File: config.mk
export PLATFORM = sky130hd
export DESIGN_NAME = seg_scan_ctrl
export DESIGN_NICKNAME = d
export VERILOG_FILES = /design/src/rtl/seg_pkg.sv /design/src/rtl/seg_hex_decode.sv /design/src/rtl/seg_scan_ctrl.sv
export SDC_FILE = /design/constraint.sdc
export NUM_CORES = 1
export LEC_CHECK = 0
export ABC_AREA = 1
export CORE_AREA = 2 2 113 197
export DETAILED_ROUTE_END_ITERATION = 10
export DIE_AREA = 0 0 115 199
export HOLD_SLACK_MARGIN = 0.15
export PLACE_DENSITY = 0.75
export SYNTH_ARGS = -nofsm -noshare
export SYNTH_HDL_FRONTEND = slang
export SYNTH_SLANG_ARGS = --single-unit
File: constraint.sdc
create_clock -name clk -period 5.19 [get_ports clk]
set_input_delay 1.038 -clock clk [delete_from_list [all_inputs] [get_ports clk]]
set_output_delay 1.038 -clock clk [all_outputs]
set_load 0.01 [all_outputs]
File: src/rtl/seg_pkg.sv
// Shared register map, field positions and the hex segment table for the
// multiplexed 7-segment scan controller.
package seg_pkg;

  localparam int MAX_DIGITS = 16;

  // Byte offsets; only bits [7:2] take part in decoding.
  localparam logic [7:0] OFF_CTRL       = 8'h00;
  localparam logic [7:0] OFF_STATUS     = 8'h04;
  localparam logic [7:0] OFF_DIGIT_BASE = 8'h40;

  localparam int CTRL_EN_BIT      = 0;
  localparam int CTRL_RAW_BIT     = 1;
  localparam int CTRL_BRIGHT_LSB  = 8;
  localparam int STATUS_IDX_LSB   = 0;
  localparam int STATUS_FRAME_LSB = 16;
  localparam int DIG_DP_BIT       = 4;
  localparam int DIG_BLANK_BIT    = 5;

  // Active-high {a,b,c,d,e,f,g,dp} patterns, dp cleared.
  localparam logic [7:0] HEX_SEG [MAX_DIGITS] = '{
    8'hFC, 8'h60, 8'hDA, 8'hF2, 8'h66, 8'hB6, 8'hBE, 8'hE0,
    8'hFE, 8'hF6, 8'hEE, 8'h3E, 8'h9C, 8'h7A, 8'h9E, 8'h8E
  };

endpackage

File: src/rtl/seg_hex_decode.sv
// Combinational hex nibble to 7-segment pattern, with the decimal point
// merged into bit 0.
module seg_hex_decode
  import seg_pkg::*;
(
  input  logic [3:0] nibble_i,
  input  logic       dp_i,
  output logic [7:0] seg_o
);

  assign seg_o = HEX_SEG[nibble_i] | {7'b0, dp_i};

endmodule

File: src/rtl/seg_scan_ctrl.sv
// Bus-mapped multiplexed 7-segment scanner: register file, slot/digit/frame
// counters, PWM dimming and a registered, polarity-adjusted output stage.
module seg_scan_ctrl
  import seg_pkg::*;
#(
  parameter int NUM_DIGITS     = 6,
  parameter int SCAN_DIV       = 32768,
  parameter int PWM_BITS       = 4,
  parameter int COM_ACTIVE_LOW = 0,
  parameter int SEG_ACTIVE_LOW = 0
) (
  input  logic                  clk,
  input  logic                  rst,
  input  logic                  cs,
  input  logic                  wen,
  input  logic                  ren,
  input  logic [7:0]            addr,
  input  logic [31:0]           wdata,
  output logic [31:0]           rdata,
  output logic [7:0]            seg_data,
  output logic [NUM_DIGITS-1:0] seg_com
);

  localparam int PSC_W = $clog2(SCAN_DIV);
  localparam logic [PSC_W-1:0] PSC_LAST = PSC_W'(SCAN_DIV - 1);
  localparam logic [3:0] IDX_LAST = 4'(NUM_DIGITS - 1);
  localparam logic [NUM_DIGITS-1:0] COM_OFF =
    (COM_ACTIVE_LOW != 0) ? {NUM_DIGITS{1'b1}} : {NUM_DIGITS{1'b0}};
  localparam logic [7:0] SEG_OFF = (SEG_ACTIVE_LOW != 0) ? 8'hFF : 8'h00;

  logic                  en_q, raw_q;
  logic [PWM_BITS-1:0]   bright_q;
  logic [7:0]            digit_q [MAX_DIGITS];
  logic [PSC_W-1:0]      psc_q;
  logic [3:0]            idx_q;
  logic [PWM_BITS-1:0]   pwm_q;
  logic [15:0]           frame_q;
  logic [31:0]           rdata_q;
  logic [NUM_DIGITS-1:0] com_q, com_d;
  logic [7:0]            seg_q, seg_d;

  logic        wr, rd, is_ctrl, is_status, is_digit, lit;
  logic [3:0]  dsel;
  logic [31:0] rd_val;
  logic [7:0]  cur, hex_seg;
  logic        unused_bits;

  assign wr        = cs & wen;
  assign rd        = cs & ren;
  assign dsel      = addr[5:2];
  assign is_ctrl   = (addr[7:2] == OFF_CTRL[7:2]);
  assign is_status = (addr[7:2] == OFF_STATUS[7:2]);
  assign is_digit  = (addr[7:6] == OFF_DIGIT_BASE[7:6]) && ({28'd0, dsel} < NUM_DIGITS);
  assign unused_bits = ^{addr[1:0], wdata};

  always_comb begin
    rd_val = '0;
    if (is_ctrl) begin
      rd_val[CTRL_EN_BIT]                   = en_q;
      rd_val[CTRL_RAW_BIT]                  = raw_q;
      rd_val[CTRL_BRIGHT_LSB +: PWM_BITS]   = bright_q;
    end else if (is_status) begin
      rd_val[STATUS_IDX_LSB +: 4]           = idx_q;
      rd_val[STATUS_FRAME_LSB +: 16]        = frame_q;
    end else if (is_digit) begin
      rd_val[7:0]                           = digit_q[dsel];
    end
  end

  // rdata captures the pre-write contents, so a combined read+write returns old data.
  always_ff @(posedge clk) begin
    if (rst) begin
      en_q     <= 1'b1;
      raw_q    <= 1'b0;
      bright_q <= '1;
      rdata_q  <= '0;
      for (int i = 0; i < MAX_DIGITS; i++) digit_q[i] <= '0;
    end else begin
      if (wr && is_ctrl) begin
        en_q     <= wdata[CTRL_EN_BIT];
        raw_q    <= wdata[CTRL_RAW_BIT];
        bright_q <= wdata[CTRL_BRIGHT_LSB +: PWM_BITS];
      end
      if (wr && is_digit) digit_q[dsel] <= wdata[7:0];
      if (rd) rdata_q <= rd_val;
    end
  end

  always_ff @(posedge clk) begin
    if (rst) begin
      psc_q   <= '0;
      idx_q   <= '0;
      pwm_q   <= '0;
      frame_q <= '0;
    end else if (!en_q) begin
      psc_q <= '0;
      idx_q <= '0;
      pwm_q <= '0;
    end else begin
      pwm_q <= pwm_q + 1'b1;
      if (psc_q == PSC_LAST) begin
        psc_q <= '0;
        if (idx_q == IDX_LAST) begin
          idx_q   <= '0;
          frame_q <= frame_q + 16'd1;
        end else begin
          idx_q <= idx_q + 4'd1;
        end
      end else begin
        psc_q <= psc_q + 1'b1;
      end
    end
  end

  assign cur = digit_q[idx_q];

  seg_hex_decode u_hex (
    .nibble_i (cur[3:0]),
    .dp_i     (cur[DIG_DP_BIT]),
    .seg_o    (hex_seg)
  );

  // psc == 0 is the anti-ghosting dead cycle between digit slots.
  always_comb begin
    lit   = en_q && (psc_q != '0) && (pwm_q <= bright_q) && (raw_q || !cur[DIG_BLANK_BIT]);
    com_d = (lit ? (NUM_DIGITS'(1) << idx_q) : '0) ^ COM_OFF;
    seg_d = (lit ? (raw_q ? cur : hex_seg) : 8'h00) ^ SEG_OFF;
  end

  always_ff @(posedge clk) begin
    if (rst) begin
      com_q <= COM_OFF;
      seg_q <= SEG_OFF;
    end else begin
      com_q <= com_d;
      seg_q <= seg_d;
    end
  end

  assign rdata    = rdata_q;
  assign seg_com  = com_q;
  assign seg_data = seg_q;

endmodule

* After elaboration in Yosys (flattened, before gate mapping) *
Memories as Yosys holds them, arrays and structs flattened. A register that Yosys moved wholly into a read port is not among the register bits.
Index checks and enable logic that the tools add are counted.

storage, ports and cells
  bits in registers = 87
  RAM bits = 128
  bits in read-only memories = 128
  word-level logic and storage cells = 67
  memories kept = 2

cells by class
  add/sub/neg operators = 4
  $lt $le $gt $ge = 3
  equal/unequal tests = 4
  shifts and indexed selects = 1
  mux-type cells = 22
  bitwise operators = 6
  reductions and logical operators = 15

memory list
  memory            words  width  rd ports  clocked after Yosys merged registers in  write ports  line                  source
  (name not given)  16     8      1         0                                        0            seg_hex_decode.sv:11  assign seg_o = HEX_SEG[nibble_i] | {7'b0, dp_i};
  digit_q           16     8      2         1                                        16           seg_scan_ctrl.sv:33   logic [7:0] digit_q [MAX_DIGITS];

operator list
  kind                                                                  count
  8-bit two-way mux                                                     5
  16-bit two-way mux                                                    2
  4-bit two-way mux                                                     7
  16-bit by 1-bit adder with 16-bit output, second input constant       1
  15-bit by 1-bit adder with 15-bit output, second input constant       1
  15-bit == test, second input constant                                 1
  15-bit nonzero test                                                   1
  4-bit by 1-bit adder with 4-bit output, second input constant         2
  8-bit by 1-bit bitwise OR with 8-bit output                           1
  8-bit OR reduction                                                    1
  6-bit by 1-bit == test with 1-bit output, second input constant       1
  1-bit logical AND                                                     6
  6-bit logical NOT                                                     1
  1-bit two-way mux                                                     6
  6-bit two-way mux                                                     1
  1-bit by 4-bit left shift with 6-bit output, first input constant     1
  5-bit >= comparator, second input constant                            1
  4-bit inverter with 5-bit output                                      1
  4-bit by 3-bit == test with 1-bit output, second input constant       1
  4-bit less-or-equal comparator                                        1
  4-bit by 3-bit < comparator with 1-bit output, second input constant  1
  2-bit OR reduction                                                    2
  3-bit AND reduction                                                   1
  3-bit OR reduction                                                    1
  other kinds (6)                                                       8

* Depth between registers and ports, before layout *
  word-level depth = 8
  depth in mapped cells = 17
  gate-level depth less buffers = 15

* Modules after synthesis *
A second synthesis with hierarchy kept.

unflattened totals
  cell total of the unflattened synthesis = 1223
  area, all modules = 10511.3 sq um

modules (own cells, without submodules)
  module          times used  cells an instance  area an instance (sq um)
  seg_scan_ctrl   1           1168               10218.6
  seg_hex_decode  1           55                 292.8

* Least setup slack after synthesis *
OpenSTA, ideal clock, no wires.

  path type = input-to-reg
  start point = input addr[5]
  end point = memory digit_q[0][0], enable pin
  data arrival time = 2.070 ns
  data required time = 4.861 ns
  setup slack = 2.791 ns
  cell stages on the path = 5
  buffers on the path = 0
  path through = nor3_1 -> nand2_1 -> nor3_2 -> nand3_1 -> nand2_1

RTL lines
  what             line                 source
  start, declared  seg_scan_ctrl.sv:17  input logic [7:0] addr,
  end, declared    seg_scan_ctrl.sv:33

==> out/qor.csv <==
stage,metric,value,unit
run_status,outcome,"complete, no violations",
global_routing,grt_max_degree,85,
floorplan,dieArea,22900,µm²
run,cap_viol_max_count,0,
sta,relSlewSlack,0.297,
critical_path,critPathKind,input pin to flop,
routing,first_pass_iters,5,
logic_synthesis,yosys.cell_types.count,41,
critical_path,timing.critical_path.from,addr[3],
floorplan,die_w,115,µm
sta,drv_slew,0,
pwr,leakage,4.86,nW
pwr,ir_worst_vdd,0.000294,V
sta,setup_viol,0,
clock_tree,cts_tree,built,
clock_tree,clk_latency,0.50,ns
logic_synthesis,syn_avg_cell_area,8.59,µm²
routing,ant_nets,0,
worst_hold_path,hold_path.class,flop to flop,
critical_path,cp_max_fo,25,
sta,rsz0062_at_grt,no,
logic_synthesis,syn_area,10500,µm²
pwr,finalPower,3.72,mW
global_routing,grt.total_usage,0.239,
layout,area_growth,16.0,%
critical_path,timing.critical_path.from_type,input pin,
layout,final_common_cell,nand2_1,
layout,multi_input_area,4340,µm²
routing,first_iter_violations,755,
critical_path,ff2ff_setup_slack,2.31,ns
sta,period_needed,3.30,ns
critical_path,critPathCaptureType,flop,
sta,final_hold_viol_count,0,
clock_tree,cts_resized,0,
logic_synthesis,ys_top_cells_by_area,"edfxtp_1, dfxtp_1, nand2_1",
floorplan,row_count,71,
clock_tree,cts_buffer_depth,3,
clock_tree,root_buffer,clkbuf_16,
clock_tree,clkSlewWorstSetupHoldPaths,0.08,ns
global_routing,antenna_found_initial,0,
layout,fillers,1884,
floorplan,io_pins,91,
sta,timing.fmax,0.303,GHz
critical_path,worstSetupEndpoint,digit_q[3][3],
logic_synthesis,synth_cells,1219,
floorplan,initial_utilization,0.491,
layout,final_cell_mix,"nand2_1, nor2_1, edfxtp_1",
global_routing,grt_pass1_vias,8603,
clock_tree,clock_sinks,219,
logic_synthesis,synth_top_area_frac,0.367,
routing,routed-via-count,8686,
sta,finClkSkew,0.0163,ns
routing,wl_per_cell,16.7,µm
pwr,powerDensity,306,nW/µm²
layout,ff_latch_area,5670,µm²
layout,antenna_cells,0,
placed_design,gp_congestion,0.901,
logic_synthesis,yosysTopAreaCell,edfxtp_1,
worst_hold_path,holdCritStartpoint,bright_q[1],
sta,period_share,0.635,
routing,wirelength,26800,µm
layout,finalNetCount,1393,
placed_design,portBuffers,64,
floorplan,die_h,199,µm
logic_synthesis,yosysSeqAreaShare,0.541,
clock_tree,cts_buffers,20,
sta,worstMarginPinSlew,1.05,ns
clock_tree,postCtsHoldBufs,0,
clock_tree,cts.repair_timing.setup_buffer_count,0,
global_routing,overflow,0,
layout,fin_util,0.570,
critical_path,arrival,3.44,ns
routing,drc,0,
critical_path,worst_ep_required_time,5.34,ns
clock_tree,htree_levels,1,
critical_path,worst_r2r_endpoint,seg_com[0],
logic_synthesis,yosys_warnings,0,
critical_path,reg2reg_depth,11,
routing,viasPerCell,5.42,
placed_design,hpwl,18700,µm
layout,drive_gt1_frac,0.0549,
sta,tns,0,ns
floorplan,core_area,21300,µm²
logic_synthesis,ys_ff_latch,219,
global_routing,grt_first_pass_wirelength,42800,µm
-- power breakdown --
group / internal [mW] / leakage (nW) / switching, mW
combinational: 0.0879 / 2.56 / 0.179
clock: 0.823 / 0.328 / 0.663
sequential: 1.92 / 1.98 / 0.0388
total: 2.83 / 4.86 / 0.881
-- synth_stat cells (all sizes together) --
master  number
clkinv       2
nand3       83
a32oi        1
clkbuf      24
ha          15
o221ai       2
nor4         4
edfxtp     128
inv        112
xor2        16
o211ai      14
nor2       171
conb         1
or2          3
dfxtp       91
o31ai        2
a21oi       75
nor3b        3
o21ai       79
nor3        14
o22ai        6
xnor2        4
nand4       13
buf         43
nand2      269
a22oi       44
-- kinds of logic (layout without fill, tap and decap cells) --
family	after synthesis	count (layout)	synth area share
buf+inv	181	226	0.0751
flops	219	219	0.541
other cells	1	84	0.000358
xor+xnor	20	20	0.0167
simple gates	560	560	0.226
compound gates	223	223	0.123
fa+ha+maj	15	15	0.0179
-- how the worst min path moves through the flow --
stage,endpoint,slack [ns],cells after the start
floorplan,pwm_q[0],0.43,1
global placement,pwm_q[0],0.45,1
detailed placement,rdata[11],0.45,2
CTS,rdata[9],0.46,2
global route,rdata[18],0.48,2
finish,rdata[9],0.46,2
-- sequential cells by signal, indices dropped and copies added (netlist names), named ones only --
register  flops
raw_q         1
rdata        28
en_q          1
bright_q      4
frame_q      16
digit_q     128
seg_data      8
idx_q         4
seg_com       6
psc_q        15
pwm_q         4
-- worst max-delay path, stage by stage --
cell and delay [ns]:
clkdlybuf4s50_1 0.67, nand2_1 0.28, inv_2 0.54, nand2_1 0.42, nand2_1 0.48
-- metal layers --
| metal | track usage | up-vias | share of wire |
|---|---|---|---|
| li1 | - | 4223 | - |
| met1 | 0.247 | 3995 | 0.35 |
| met2 | 0.443 | 349 | 0.53 |
| met3 | 0.0341 | 119 | 0.055 |
| met4 | 0.153 | 0 | 0.068 |
| met5 | 0 | - | 0 |
-- per-stage QoR --
| step | instances | worst slack (ns) | instance area, µm² | hold WS [ns] |
|---|---|---|---|---|
| detailed placement | 1566 | 1.41 | 11500 | 0.453 |
| global placement | 1566 | 1.52 | 11500 | 0.445 |
| finish | 1602 | 1.89 | 12100 | 0.459 |
| floorplan | 1302 | 2.79 | 10800 | 0.430 |
| CTS | 1602 | 1.95 | 12100 | 0.461 |
| global route | 1602 | 1.85 | 12100 | 0.483 |
-- cell type report --
| type | count | area share |
|---|---|---|
| clock buffer | 26 | 0.0490 |
| clock inverter | 10 | 0.00587 |
| inverter | 114 | 0.0353 |
| multi-input combinational | 902 | 0.357 |
| sequential | 219 | 0.467 |
| tap | 255 | 0.0263 |
| timing repair buffer | 76 | 0.0600 |
(Power assumes the default switching activity.)
